**config.mk**
```make
export PLATFORM = sky130hd
export DESIGN_NAME = uart_tx_fifo
export DESIGN_NICKNAME = d
export VERILOG_FILES = /design/src/rtl/uart_pkg.sv /design/src/rtl/uart_fifo_ram.sv /design/src/rtl/uart_tx_fifo.sv
export SDC_FILE = /design/constraint.sdc
export NUM_CORES = 1
export LEC_CHECK = 0
export CORE_ASPECT_RATIO = 1.4
export CORE_MARGIN = 8
export CORE_UTILIZATION = 57
export DETAILED_ROUTE_END_ITERATION = 8
export DONT_BUFFER_PORTS = 1
export PLACE_DENSITY = 0.75
export SYNTH_ARGS = -nofsm -noshare
export SYNTH_HDL_FRONTEND = slang
export SYNTH_SLANG_ARGS = --single-unit
export TNS_END_PERCENT = 5
```
**constraint.sdc**
```tcl
create_clock -name clk -period 3.4 [get_ports clk]
set_clock_uncertainty 0.2 [all_clocks]
set_input_delay 0.68 -clock clk [delete_from_list [all_inputs] [get_ports clk]]
set_output_delay 0.68 -clock clk [all_outputs]
set_load 0.005 [all_outputs]
```
**src/rtl/uart_pkg.sv**
```systemverilog
// Shared UART constants used by uart_tx, uart_rx and their FIFOs.
package uart_pkg;

  localparam int UART_DATA_W        = 8;
  localparam int UART_TX_FIFO_DEPTH = 16;

endpackage

```
**src/rtl/uart_fifo_ram.sv**
```systemverilog
// DEPTH x DW storage with a synchronous write port and an asynchronous read port.
// Contents are not reset; validity is tracked by the owning FIFO's pointers.
module uart_fifo_ram #(
  parameter int DEPTH = 16,
  parameter int DW    = 8,
  localparam int AW   = $clog2(DEPTH)
) (
  input  logic          clk,
  input  logic          i_we,
  input  logic [AW-1:0] i_waddr,
  input  logic [DW-1:0] i_wdata,
  input  logic [AW-1:0] i_raddr,
  output logic [DW-1:0] o_rdata
);

  logic [DW-1:0] r_mem [DEPTH];

  always_ff @(posedge clk) begin
    if (i_we) begin
      r_mem[i_waddr] <= i_wdata;
    end
  end

  assign o_rdata = r_mem[i_raddr];

endmodule

```
**src/rtl/uart_tx_fifo.sv**
```systemverilog
// First-word-fall-through transmit FIFO feeding uart_tx; level, overflow and synchronous flush.
// Optional low-level watermark interrupt enabled by defining UART_TX_FIFO_WMARK_EN.
module uart_tx_fifo
  import uart_pkg::*;
#(
  parameter int DEPTH = UART_TX_FIFO_DEPTH,
  parameter int DW    = UART_DATA_W,
  localparam int AW   = $clog2(DEPTH)
) (
  input  logic          clk,
  input  logic          rst_b,
  input  logic          wr_valid,
  input  logic [DW-1:0] wr_data,
  output logic          wr_ready,
  input  logic          flush,
  output logic          tx_valid,
  output logic [DW-1:0] tx_data,
  input  logic          tx_ready,
  output logic [AW:0]   level,
  output logic          full,
  output logic          empty,
`ifdef UART_TX_FIFO_WMARK_EN
  input  logic [AW:0]   cfg_wmark,
  output logic          irq_wmark,
`endif
  output logic          overflow
);

  logic [AW:0]   r_wr_ptr;
  logic [AW:0]   r_rd_ptr;
  logic          r_overflow;
  logic          w_full;
  logic          w_empty;
  logic          w_push;
  logic          w_pop;
  logic [DW-1:0] w_rd_data;

  // Extra pointer MSB distinguishes full from empty when the index bits match.
  assign w_empty = (r_wr_ptr == r_rd_ptr);
  assign w_full  = (r_wr_ptr[AW] != r_rd_ptr[AW]) &&
                   (r_wr_ptr[AW-1:0] == r_rd_ptr[AW-1:0]);

  assign w_push = wr_valid && !w_full && !flush;
  assign w_pop  = tx_ready && !w_empty && !flush;

  always_ff @(posedge clk or posedge rst_b) begin
    if (rst_b) begin
      r_wr_ptr   <= '0;
      r_rd_ptr   <= '0;
      r_overflow <= 1'b0;
    end else if (flush) begin
      r_wr_ptr   <= '0;
      r_rd_ptr   <= '0;
      r_overflow <= 1'b0;
    end else begin
      if (w_push) begin
        r_wr_ptr <= r_wr_ptr + 1'b1;
      end
      if (w_pop) begin
        r_rd_ptr <= r_rd_ptr + 1'b1;
      end
      if (wr_valid && w_full) begin
        r_overflow <= 1'b1;
      end
    end
  end

  uart_fifo_ram #(
    .DEPTH (DEPTH),
    .DW    (DW)
  ) u_ram (
    .clk     (clk),
    .i_we    (w_push),
    .i_waddr (r_wr_ptr[AW-1:0]),
    .i_wdata (wr_data),
    .i_raddr (r_rd_ptr[AW-1:0]),
    .o_rdata (w_rd_data)
  );

  // Head is forced to zero when empty so stale RAM never reaches uart_tx.
  assign tx_data  = w_empty ? '0 : w_rd_data;
  assign tx_valid = !w_empty;
  assign wr_ready = !w_full;
  assign full     = w_full;
  assign empty    = w_empty;
  assign level    = r_wr_ptr - r_rd_ptr;
  assign overflow = r_overflow;

`ifdef UART_TX_FIFO_WMARK_EN
  logic r_irq_wmark;

  always_ff @(posedge clk or posedge rst_b) begin
    if (rst_b) begin
      r_irq_wmark <= 1'b0;
    end else begin
      r_irq_wmark <= (level <= cfg_wmark) && !flush;
    end
  end

  assign irq_wmark = r_irq_wmark;
`endif

endmodule

```
==> reports/metrics.cfg <==
[placement]
dp.final_hpwl_mm = 7.57
gp_routability_congestion = 0.853
io_buffers = 0
dp.cells = 460

[floorplan]
io_pins = 31
start_util_pct = 57.4
die_x_um = 102
fp.dieH_um = 136
dieArea_mm2 = 0.0139
num_rows = 44
core_mm2 = 0.0102

[route]
via_per_inst = 6.12
wl_mm = 11.9
post_drt_wl_per_cell_um = 24.2
drt_iter0_drc = 335
first_pass_iters = 5
vias = 3018
postRouteAntennaNets = 0
drc = 0

[synth]
syn_avg_cell_area_um2 = 18.8
ys_seq_area_share_pct = 70.0
yosysUniqueCellTypes = 35
ys_ff_latch = 139
synth_top_area_share_pct = 65.3
async_reset_ff_share_pct = 7.91
synth_area_mm2 = 0.00588
synth-warning-count = 0
synthesis.nets = 336
synth.area.top_cells = edfxtp_1, mux4_2, dfrtp_1, mux4_1, a211oi_1
yosys.area.top_type = edfxtp_1
synth_flop_cell = edfxtp_1
synthCells = 313
synth_edf_count = 128

[sta]
timing_hold_violations_final = 0
period_share_pct = 95.7
rsz0062_at_grt = no
slew_headroom_pct = 68.1
final-setup-viol-count = 0
period_needed_ps = 3250
max_freq_mhz = 307
slew_violations = 0
tightest_slew_ps = 475
finalSetupTns_ps = 0

[power]
internal-power_mw = 3.18
p_leak_nw = 2.27
p_per_area_mw_per_mm2 = 620
pwr-share-seq_pct = 45.9
switching_share_pct = 23.4
power_switching_mw = 0.968
ir_drop_mv = 0.488
clockPowerShare_pct = 42.7
pwr-share-comb_pct = 11.4

[clock_tree]
cts_sinks = 139
cts.repair.resized = 0
postCtsSetupRepairBufs = 0
root_buffer = clkbuf_16
cts_hold_buf = 1
htreeDepth = 4
clkTransAtPathRegs_ps = 60
clockBufferDepth = 2
worstSkewPairLatency_ps = 420
numCtsBuffers = 17
cts_tree = done

[critical_path]
crit_required_ps = 2520
r2r_end = u_ram.r_mem[1][3]
crit_arrival_ps = 2370
reg2regPathDepth = 7
endpoint = tx_data[3]
worstPathMaxFanout = 30
rr_startpoint = r_rd_ptr[3]
r2r_setup_slack_ps = 510
crit_start = r_rd_ptr[1]
cp-end-kind = output pin
critPathLaunchType = flip-flop
path_class = reg2out

[global_routing]
grtUsageMet3_pct = 5.74
top_usage_layer = met2
grt_start_max_net_pins = 35
met2_usage_pct = 30.0
grt.total_usage_pct = 18.8
overflow = 0
grt_pass1_vias = 3065
met1_usage_pct = 23.1
grt_pass1_wl_mm = 18.3
antenna_found_initial = 0

[run_status]
status = finished clean

[worst_hold_path]
hp-class = in2reg

[final_layout]
final_cells = 493
area_growth_pct = 13.6
layout-drive-gt1-share_pct = 23.4
final_nets = 365
n_antenna_cell = 0
fill_cells = 697

[run]
cap_violations = 0

## worst min-delay path by stage
stage             endpoint  cells after the start     start  slack (ps)
2_1_floorplan     overflow                      2  overflow         290
6_report       r_rd_ptr[1]                      1     flush         120
4_1_cts        r_rd_ptr[1]                      1     flush         110
3_3_place_gp      overflow                      2  overflow         320
3_5_place_dp      overflow                      2  overflow         320
5_1_grt        r_rd_ptr[1]                      1     flush          90
## logic make-up (layout without fill, tap and decap cells)
group	after synthesis	in the layout	share of synthesized area (%)
flops	139	139	70.0
simple gates	51	51	4.06
mux	42	42	14.5
compound gates	31	31	3.62
buf+inv	28	70	3.66
xor+xnor	12	12	1.91
fa+ha+maj	10	10	2.25
## registers in the layout, summed over array words and instances, names as in the netlist
signal	cells
overflow	1
r_rd_ptr	5
r_wr_ptr	5
u_ram.r_mem	128
## placed cells by master, fill, tap and decap left out, types with 2 or more instances in the layout
cell type   Yosys  final
a21oi_1         6      6
clkinv_4        0      2
nand4_1         3      3
nand2b_1        2      2
clkbuf_16       0     17
bufinv_16       0      2
clkinv_2        1      3
xor2_1          2      2
nand3_1         2      2
buf_12          1      2
nor2b_1         7      7
a21o_1          3      3
o211ai_1        2      2
mux4_1          8      8
ha_1            9      9
mux2i_1        10     10
o21ai_0         2      2
clkinvlp_4      0      5
nor3_1          4      4
mux4_2         24     24
xnor2_1         9      9
buf_4           1     22
nor2_1         22     22
dfrtp_1        11     10
inv_6           0      2
a211oi_1       16     16
clkinv_1        0      2
nand2_1         8      8
edfxtp_1      128    128
inv_1          12     12
## routing by layer
| metal | routed length [um] | up-vias |
|---|---|---|
| li1 | - | 1304 |
| met1 | 4830 | 1553 |
| met3 | 821 | 28 |
| met2 | 6000 | 133 |
| met4 | 289 | 0 |
| met5 | 0 | - |
## final cells by class
cell class / count / area (um2) / area share [%]
Tap cell: 138 / 173 / 2.58
Inverter: 13 / 50.0 / 0.749
Timing Repair Buffer: 25 / 215 / 3.22
Clock buffer: 17 / 425 / 6.37
Multi-Input combinational cell: 146 / 1550 / 23.2
Clock inverter: 15 / 150 / 2.25
Sequential cell: 139 / 4120 / 61.7
## stage by stage
step,cell area [um2],hold slack (ps),utilization (%),total power [mW],setup WS [ps]
2_1_floorplan,5880,286,-,2.31,180
3_3_place_gp,6100,317,59.5,2.41,570
3_5_place_dp,6100,322,59.5,2.41,580
4_1_cts,6680,106,65.2,4.17,123
5_1_grt,6680,92.7,65.2,4.29,3.25
6_report,6680,119,65.2,4.14,148
## synthesized netlist by cell type (8+ instances only)
library cell    n
edfxtp_1      128
mux4_2         24
nor2_1         22
a211oi_1       16
inv_1          12
dfrtp_1        11
mux2i_1        10
ha_1            9
xnor2_1         9
clkbuf_8        8
mux4_1          8
nand2_1         8
## power by group through the flow
stage          Clock (mW)  Combinational, mW  Sequential (mW)
2_1_floorplan           0              0.384             1.93
3_3_place_gp            0              0.469             1.94
3_5_place_dp            0              0.477             1.94
4_1_cts              1.79              0.483             1.90
5_1_grt              1.87              0.515             1.90
6_report             1.77              0.471             1.90
## critical path: stages, from the launching register on
cell	delay, ps
dfrtp_2	490
buf_12	270
mux4_1	570
nor2b_1	140
a211oi_1	320
a211oi_1	150
Note: power is estimated with default switching activity, not from simulation.
